## config.mk

```make
export PLATFORM = sky130hd
export DESIGN_NAME = d3_descrambler
export DESIGN_NICKNAME = d
export VERILOG_FILES = /design/src/rtl/d3_descrambler_pkg.sv /design/src/rtl/d3_out_stage.sv /design/src/rtl/d3_descrambler.sv
export SDC_FILE = /design/constraint.sdc
export NUM_CORES = 1
export LEC_CHECK = 0
export CAP_MARGIN = 20
export CORE_AREA = 4 4 75 77
export DETAILED_ROUTE_END_ITERATION = 7
export DIE_AREA = 0 0 79 81
export GPL_TIMING_DRIVEN = 0
export PLACE_DENSITY = 0.68
export SLEW_MARGIN = 20
export SYNTH_ARGS = -nofsm -noshare
export SYNTH_HDL_FRONTEND = slang
export SYNTH_SLANG_ARGS = --single-unit
```

## constraint.sdc

```tcl
create_clock -name d_clk -period 2.03 [get_ports d_clk]
set_clock_uncertainty 0.2 [all_clocks]
set_input_delay 0.406 -clock d_clk [delete_from_list [all_inputs] [get_ports d_clk]]
set_output_delay 0.406 -clock d_clk [all_outputs]
set_load 0.03 [all_outputs]
```

## src/rtl/d3_descrambler_pkg.sv

```systemverilog
// d3_descrambler_pkg: shared state encoding and scrambler polynomial constants
package d3_descrambler_pkg;
   typedef enum logic {ACQUIRE = 1'b0, LOCKED = 1'b1} state_t;
   localparam int TAP_A    = 2;
   localparam int TAP_B    = 3;
   localparam int HIST_LEN = 3;
endpackage

```

## src/rtl/d3_out_stage.sv

```systemverilog
// d3_out_stage: one-entry valid/ready output register with saturating delivered-bit counter
module d3_out_stage #(
   parameter int CNT_W = 16
) (
   input  logic             d_clk,
   input  logic             d_rst_n,
   input  logic             flush,
   input  logic             load,
   input  logic             din,
   input  logic             out_ready,
   output logic             out_valid,
   output logic             data_out,
   output logic [CNT_W-1:0] bit_cnt
);
   logic deliver;
   assign deliver = out_valid && out_ready && !flush;
   always_ff @(posedge d_clk or negedge d_rst_n) begin
      if (!d_rst_n) begin
         out_valid <= 1'b0;
         data_out  <= 1'b0;
         bit_cnt   <= '0;
      end else begin
         if (flush)
            out_valid <= 1'b0;
         else if (load) begin
            out_valid <= 1'b1;
            data_out  <= din;
         end else if (out_ready)
            out_valid <= 1'b0;
         if (deliver && bit_cnt != '1)
            bit_cnt <= bit_cnt + CNT_W'(1);
      end
   end
endmodule

```

## src/rtl/d3_descrambler.sv

```systemverilog
// d3_descrambler: self-synchronising descrambler for s[k] = d[k] ^ s[k-2] ^ s[k-3]
// with acquire/lock tracking, valid/ready output and run-length error detection.
module d3_descrambler
   import d3_descrambler_pkg::*;
#(
   parameter int MAX_RUN = 16,
   parameter int CNT_W   = 16
) (
   input  logic             d_clk,
   input  logic             d_rst_n,
   input  logic             flush,
   input  logic             in_valid,
   input  logic             scr_in,
   output logic             in_ready,
   output logic             out_valid,
   output logic             data_out,
   input  logic             out_ready,
   output logic             locked,
   output logic             run_err,
   output logic [CNT_W-1:0] bit_cnt
);
   state_t              state, state_nx;
   logic [1:0]          fill;
   logic [HIST_LEN-1:0] hist;
   logic                accept, load, dbit, deliver, last_bit;
   logic [7:0]          run_cnt, run_nx;

   // reset gates in_ready directly so the source is stalled while d_rst_n is low
   assign in_ready = d_rst_n && (!out_valid || out_ready) && !flush;
   assign accept   = in_valid && in_ready;
   assign dbit     = scr_in ^ hist[TAP_A-1] ^ hist[TAP_B-1];
   assign deliver  = out_valid && out_ready && !flush;

   always_ff @(posedge d_clk or negedge d_rst_n) begin
      if (!d_rst_n)
         state <= ACQUIRE;
      else
         state <= state_nx;
   end

   always_comb begin
      state_nx = flush ? ACQUIRE :
                 (state == ACQUIRE && accept && fill == 2'(HIST_LEN - 1)) ? LOCKED : state;
   end

   always_comb begin
      locked = state == LOCKED;
      load   = accept && state == LOCKED;
   end

   always_ff @(posedge d_clk or negedge d_rst_n) begin
      if (!d_rst_n) begin
         fill <= 2'd0;
         hist <= '0;
      end else if (flush) begin
         fill <= 2'd0;
         hist <= '0;
      end else if (accept) begin
         hist <= {hist[HIST_LEN-2:0], scr_in};
         if (state == ACQUIRE)
            fill <= fill + 2'd1;
      end
   end

   // a zero count means nothing delivered since reset/flush, so the next bit starts a run
   always_comb begin
      run_nx = (run_cnt == 8'd0 || data_out != last_bit) ? 8'd1 :
               (run_cnt == 8'hff) ? run_cnt : run_cnt + 8'd1;
   end

   always_ff @(posedge d_clk or negedge d_rst_n) begin
      if (!d_rst_n) begin
         run_cnt  <= 8'd0;
         last_bit <= 1'b0;
         run_err  <= 1'b0;
      end else if (flush) begin
         run_cnt  <= 8'd0;
         last_bit <= 1'b0;
         run_err  <= 1'b0;
      end else if (deliver) begin
         run_cnt  <= run_nx;
         last_bit <= data_out;
         if (run_nx == 8'(MAX_RUN))
            run_err <= 1'b1;
      end
   end

   d3_out_stage #(.CNT_W(CNT_W)) u_out (
      .d_clk     (d_clk),
      .d_rst_n   (d_rst_n),
      .flush     (flush),
      .load      (load),
      .din       (dbit),
      .out_ready (out_ready),
      .out_valid (out_valid),
      .data_out  (data_out),
      .bit_cnt   (bit_cnt)
   );
endmodule

```

==> qor_table.md <==
| Stage | Quantity | Value |
|:---|:---|:---|
| yosys | Biggest area consumer among synthesized cells | sky130_fd_sc_hd__dfrtp_1 |
| yosys | Total nets after synthesis | 196 |
| power | Leakage power | 1.28 nW |
| yosys | Number of enable-type register cells in the synthesized netlist | 0 |
| yosys | Top post-synthesis cells by area | sky130_fd_sc_hd__dfrtp_1 (44%), sky130_fd_sc_hd__xor2_1 (6.9%), sky130_fd_sc_hd__a21oi_1 (3.4%) |
| sta | Max-slew headroom at the worst pin | 69.3% |
| sta | Shortest period the worst path allows | 1.98 ns |
| yosys | Area share of the largest cell type after synthesis | 44.4% |
| clock network | Number of buffers created by CTS | 5 |
| grt | Global-route wire length before repair | 7350 um |
| sta | Hold Vio Cnt, Final | 0 |
| sta | Highest clock rate | 0.505 GHz |
| route | DRC viols | 0 |
| placed design | Number of I/O port buffers | 26 |
| clock network | Clock slew at the register clock pins of the worst setup and hold paths | 0.07 ns |
| die | Starting Density | 38.3% |
| placed design | Post-placement worst setup slack | -0.589 ns |
| sta | Final setup vio count | 0 |
| clock network | Maximum buffer depth of the clock tree | 2 |
| route | Average detailed-routed wire length per instance | 14.7 um |
| die | Rows | 26 |
| grt | Number of global-route vias before repair | 1532 |
| worst setup path | Biggest fanout along the worst timing path | 5 |
| yosys | Post-synthesis instance total | 186 |
| route | Violation count after the first detailed-routing iteration | 105 |
| yosys | Number of library cell types mapped by synthesis | 48 |
| route | Via density | 5.30 |
| route | Total number of vias | 1573 |
| yosys | Post-synth top flop | sky130_fd_sc_hd__dfrtp_1 |
| yosys | Synth Register Bits | 34 |
| placed design | RD Place Congestion | 0.794 |
| die | Io pins | 27 |
| die | Width of the chip | 79 um |
| finish | Layout net count | 236 |
| clock network | Clk sinks | 34 |
| worst setup path | Critical path class | in -> out |
| yosys | Async set or reset register ratio after synthesis | 100% |
| outcome | Run status | complete, no violations |
| grt | Maximum number of pins on one net before global-route repair | 27 |
| die | Core footprint | 5010 sq um |
| clock network | Buffer type at the clock tree root | sky130_fd_sc_hd__clkbuf_8 |
| sta | Tightest Pin Transition | 0.457 ns |
| route | Detailed-routing iteration count for the pre-antenna-repair pass | 4 |
| finish | Number of diodes added for antenna fixing | 0 |
| yosys | Post-synthesis average cell area | 10.3 sq um |
| grt | Aggregate global-route resource usage | 14.7% |
| clock network | Insertion delay to the later sink of the worst-skew pair | 0.29 ns |
| placed design | Detailed Place HPWL | 3030 um |
| yosys | Yosys Warn Count | 0 |
| finish | Synth-to-layout area growth | 27.9% |
| route | DRT Wirelength | 4360 um |
| clock network | Maximum level of the CTS H-tree | 2 |
| worst setup path | Data required, critical path | 1.42 ns |
| finish | Fraction of layout instances using a drive strength above 1 | 17.6% |
| sta | Portion of the clock cycle consumed by the worst path in the final layout | 97.5% |
| flow run | Max-cap violation count | 0 |
| clock network | Clock tree from TritonCTS | yes |
| sta | Worst hold slack | 0.303 ns |
| sta | Final worst slack | 0.0514 ns |
| finish | Fillcell total | 501 |
| worst hold path | Class of the tightest hold or removal check | reg -> reg |
| die | Chip height | 81 um |
| route | Post-DRT Antenna Nets | 0 |
| sta | Max Transition Viols Final | 0 |
| worst setup path | Endpoint type of the worst setup path | output pin |
| yosys | Count leader, synth | sky130_fd_sc_hd__dfrtp_1 |
| power | Pwr/cell area | 519 nW/um^2 |
| yosys | Part of the Yosys area used for sequential elements | 44.4% |
| worst setup path | Launching element type of the critical path | input port |
| yosys | Mapped Area | 1920 sq um |
| grt | Final global-route overflow total | 0 |
| grt | Antenna violations before repair | 0 |
| worst setup path | Critical path arrival | 1.37 ns |
| power | Worst-case vdd ir drop | 0.358 mV |
| die | Die area | 6400 sq um |
| yosys | Commonest cells in the netlist | sky130_fd_sc_hd__dfrtp_1 (34), sky130_fd_sc_hd__xor2_1 (15), sky130_fd_sc_hd__a21oi_1 (13) |
per-stage QoR:
| step | TNS (ns) | utilization [%] | total power [mW] | instances | instance area (sq um) |
|---|---|---|---|---|---|
| after floorplan | 0 | - | 0.724 | 186 | 1920 |
| after global placement | -33.20 | 45.2 | 0.762 | 282 | 2260 |
| after detailed placement | -5.12 | 45.5 | 0.767 | 283 | 2280 |
| after CTS | 0 | 48.1 | 1.30 | 296 | 2410 |
| after global routing | -0.00166 | 49.0 | 1.33 | 297 | 2450 |
| final | 0 | 49.0 | 1.27 | 297 | 2450 |
critical path, cell delays in order:
cell                              delay, ns
sky130_fd_sc_hd__dlygate4sd2_1         0.30
sky130_fd_sc_hd__nand2b_1              0.19
sky130_fd_sc_hd__and3b_1               0.19
sky130_fd_sc_hd__clkdlybuf4s18_2       0.29
registers in the layout, summed over array words and instances, names as in the netlist:
name,cells
u_out.bit_cnt,16
run_cnt,8
hist,3
fill,2
last_bit,1
locked,1
run_err,1
u_out.data_out,1
u_out.out_valid,1
where the power goes:
group / internal, mW / switching, mW / total, mW / leakage [nW]
combinational: 0.0318 / 0.0409 / 0.0727 / 0.759
sequential: 0.682 / 0.00420 / 0.686 / 0.471
clock: 0.274 / 0.241 / 0.515 / 0.0482
total: 0.987 / 0.286 / 1.27 / 1.28
cell families after synthesis:
group                      after synthesis  synth area share, %
buffers and inverters                   13                 3.00
AOI/OAI and AO/OA                       38                 12.4
muxes                                    4                 2.55
DFF                                     34                 44.4
and+or+nand+nor                         73                 25.9
xor gates and xnor gates                20                 9.14
adders and majority gates                4                 2.61
metal layers:
metal  routed length, um  track usage [%]  up-vias  share of wire [%]
met3                 188             4.21        9                4.3
met2                2130             23.1       34                 49
met4                 116             6.01        0                2.7
met1                1920             19.0      761                 44
met5                   0                0        -                  0
li1                    -                -      769                  -
cell usage in the layout (no fill, tap or decap), types with 3 or more instances in the layout:
cell type                         count
sky130_fd_sc_hd__a21oi_1             13
sky130_fd_sc_hd__a31oi_1              3
sky130_fd_sc_hd__and3_1               3
sky130_fd_sc_hd__buf_2                4
sky130_fd_sc_hd__buf_4                4
sky130_fd_sc_hd__clkbuf_8             6
sky130_fd_sc_hd__clkdlybuf4s50_1      5
sky130_fd_sc_hd__dfrtp_1             32
sky130_fd_sc_hd__dlygate4sd2_1       14
sky130_fd_sc_hd__dlymetal6s2s_1       5
sky130_fd_sc_hd__ha_1                 4
sky130_fd_sc_hd__inv_1                7
sky130_fd_sc_hd__mux2_2               3
sky130_fd_sc_hd__nand2_1              8
sky130_fd_sc_hd__nand2b_1             3
sky130_fd_sc_hd__nand3_1              8
sky130_fd_sc_hd__nand4_1              7
sky130_fd_sc_hd__nor2b_1              3
sky130_fd_sc_hd__nor3_1               9
sky130_fd_sc_hd__nor4_1               3
sky130_fd_sc_hd__nor4b_1              3
sky130_fd_sc_hd__o21ai_0             12
sky130_fd_sc_hd__xnor2_1              5
sky130_fd_sc_hd__xor2_1              15
final cells by class:
cell class                      instances  area [sq um]  share of cell area (%)
Inverter                                7          26.3                    1.07
Buffer                                  6          31.3                    1.28
Clock buffer                            7          86.3                    3.52
Clock inverter                          1          5.00                   0.204
Tap cell                               70          87.6                    3.57
Sequential cell                        34           853                    34.8
Multi-Input combinational cell        139          1030                    42.0
Timing Repair Buffer                   33           333                    13.6
path summary, 6_finish.rpt:
| check | start | end | slack, ns | depth (start not counted) |
|---|---|---|---|---|
| max in group asynchronous | d_rst_n | run_cnt[0]$_DFFE_PN0P_ | 0.87 | 4 |
| setup / recovery | out_ready | in_ready | 0.05 | 4 |
| hold / removal | run_err$_DFFE_PN0P_ | run_err$_DFFE_PN0P_ | 0.30 | 2 |
| min in group asynchronous | d_rst_n | run_cnt[5]$_DFFE_PN0P_ | 0.41 | 2 |
| hold reg to reg | run_err$_DFFE_PN0P_ | run_err$_DFFE_PN0P_ | 0.30 | 2 |
| setup reg to reg | u_out.bit_cnt[2]$_DFFE_PN0P_ | u_out.bit_cnt[1]$_DFFE_PN0P_ | 0.11 | 4 |
repair_timing:
item	4_1_cts	5_1_grt
hold endpoints to repair	8	0
resized for setup	17	12
endpoints found under the setup margin	19	13
buffers inserted	2	1
pin swaps	1	2
gates cloned	0	0
hold buffers	3	0
Note: power is estimated with default switching activity, not from simulation.
==> variant, RTL diff (same flow settings) <==
`CNT_W` is set to 16 in 2 places; all go to 20.
--- a/src/rtl/d3_out_stage.sv
+++ b/src/rtl/d3_out_stage.sv
@@ -1,6 +1,6 @@
 // d3_out_stage: one-entry valid/ready output register with saturating delivered-bit counter
 module d3_out_stage #(
-   parameter int CNT_W = 16
+   parameter int CNT_W = 20
 ) (
    input  logic             d_clk,
    input  logic             d_rst_n,
--- a/src/rtl/d3_descrambler.sv
+++ b/src/rtl/d3_descrambler.sv
@@ -4,7 +4,7 @@
    import d3_descrambler_pkg::*;
 #(
    parameter int MAX_RUN = 16,
-   parameter int CNT_W   = 16
+   parameter int CNT_W   = 20
 ) (
    input  logic             d_clk,
    input  logic             d_rst_n,
Interface: changed (resized bit_cnt); port bits go from 27 to 31. The function was not compared with the original's and may differ.
==> variant against the unedited design <==
  * The flow now finishes with violations (setup timing)
  * Worst hold slack worse by 0.038 ns
  * Power is 28% higher
  * Combinational power is 5.6% higher
  * First-iteration DRC count grew to 2.5 times the old value
  * Sequential cell count is 4 higher
  * Cell area is 19% higher
  * Synthesized area is 6.2% higher
  * Count of clock-buffer cells in the layout is 2 lower
  * Wire length is 18% higher
  * Synthesized cell count is 11% higher
  * Setup slack worse by 0.46 ns
  * Critical endpoint is now run_err
  * Highest routed layer unchanged
==> variant: results (changes against the unedited design) <==
| Metric | Value |
|---|---|
| Violated checks | setup timing |
| Routability Congestion | 0.906 (+14%) |
| Vias | 1,857 (+18%) |
| Setup ws final | -0.405 ns (-0.456 ns) |
| IO Port Bufs | 30 (+15%) |
| Syn nets | 216 (+10%) |
| Synth unique cells | 43 (-10%) |
| Sequential cell area fraction in the yosys report | 0.467 (+0.0233) |
| Pre-CTS WS | -1.03 ns (-0.440 ns) |
| Largest net degree at the start of global routing | 30 (+11%) |
| Area contributors post-synth | dfrtp_1 (47%), xnor2_1 (6.9%), nand3_1 (5.2%), a21oi_1 (3.2%), xor2_1 (3.0%) |
| DRT iter0 DRCs | 264 (+150%) |
| First-pass GRT wire length | 8070 um (+9.9%) |
| PD cells | 557 nW/um^2 (+7.3%) |
| WHS Endpoint | run_cnt[6] |
| Post-DP HPWL | 3150 um (+4.1%) |
| Multiplexer share of the synthesized area | 0.0104 (-0.0150) |
| Post-Place Cell Area | 2450 sq um (+7.6%) |
| Peak VDD IR | 0.394 mV (+9.8%) |
| Compound-cell area share of the yosys netlist | 0.125 (+0.000749) |
| Hold wc startpoint | out_ready |
| Slowest-stage cell, CP | or4_4 |
| Fillers | 441 (-12%) |
| DR vias/cell | 5.49 (+3.7%) |
| Clk pwr share | 0.484 (+0.080) |
| Adder-cell share of the synthesized area | 0.0246 (-0.00152) |
| Worst path max stage delay | 0.58 ns (+0.28 ns) |
| Status | complete, but fails checks |
| Vias in the first global route | 1,717 (+12%) |
| Top flop regs | u_out.bit_cnt (20), run_cnt (8), hist (3) |
| Syn Inst Count | 206 (+11%) |
| Startpoint Class | register |
| Hold depth | 3 (+1) |
| Seq power | 0.766 mW (+12%) |
| Final #Nets | 277 (+17%) |
| Max transition margin | 0.662 (-0.0309) |
| Hold Crit Class | input port to register |
| Setup Viol. Count Final | 8 (+8) |
[variant: area by class of cell]
cell class,instances,share of cell area
timing repair buffer,54,0.173
multi-input combinational,155,0.402
inverter,8,0.0102
buffer,5,0.00982
clock buffer,5,0.0235
sequential,38,0.327
clock inverter,3,0.0235
tap,70,0.0299
[variant: timing repair]
action	4_1_cts	5_1_grt
setup endpoints to repair	36	38
pin swaps	11	12
buffers inserted	10	11
hold endpoints to repair	9	0
resized for setup	34	38
hold buffers	2	0
[variant: metrics by stage]
step | TNS, ns | hold slack, ns | utilization
6_report | -2.19 | 0.265 | 0.585
5_1_grt | -2.82 | 0.273 | 0.585
3_3_place_gp | -50.06 | 0.284 | 0.487
4_1_cts | -2.70 | 0.315 | 0.543
3_5_place_dp | -13.79 | 0.0998 | 0.490
2_1_floorplan | -0.941 | -0.0896 | -
[variant: layer usage]
metal,up-vias,part of all wire,global-route usage
met5,-,0,0
met4,0,0.015,0.0498
met3,10,0.062,0.0355
met2,73,0.50,0.268
met1,900,0.43,0.205
li1,874,-,-
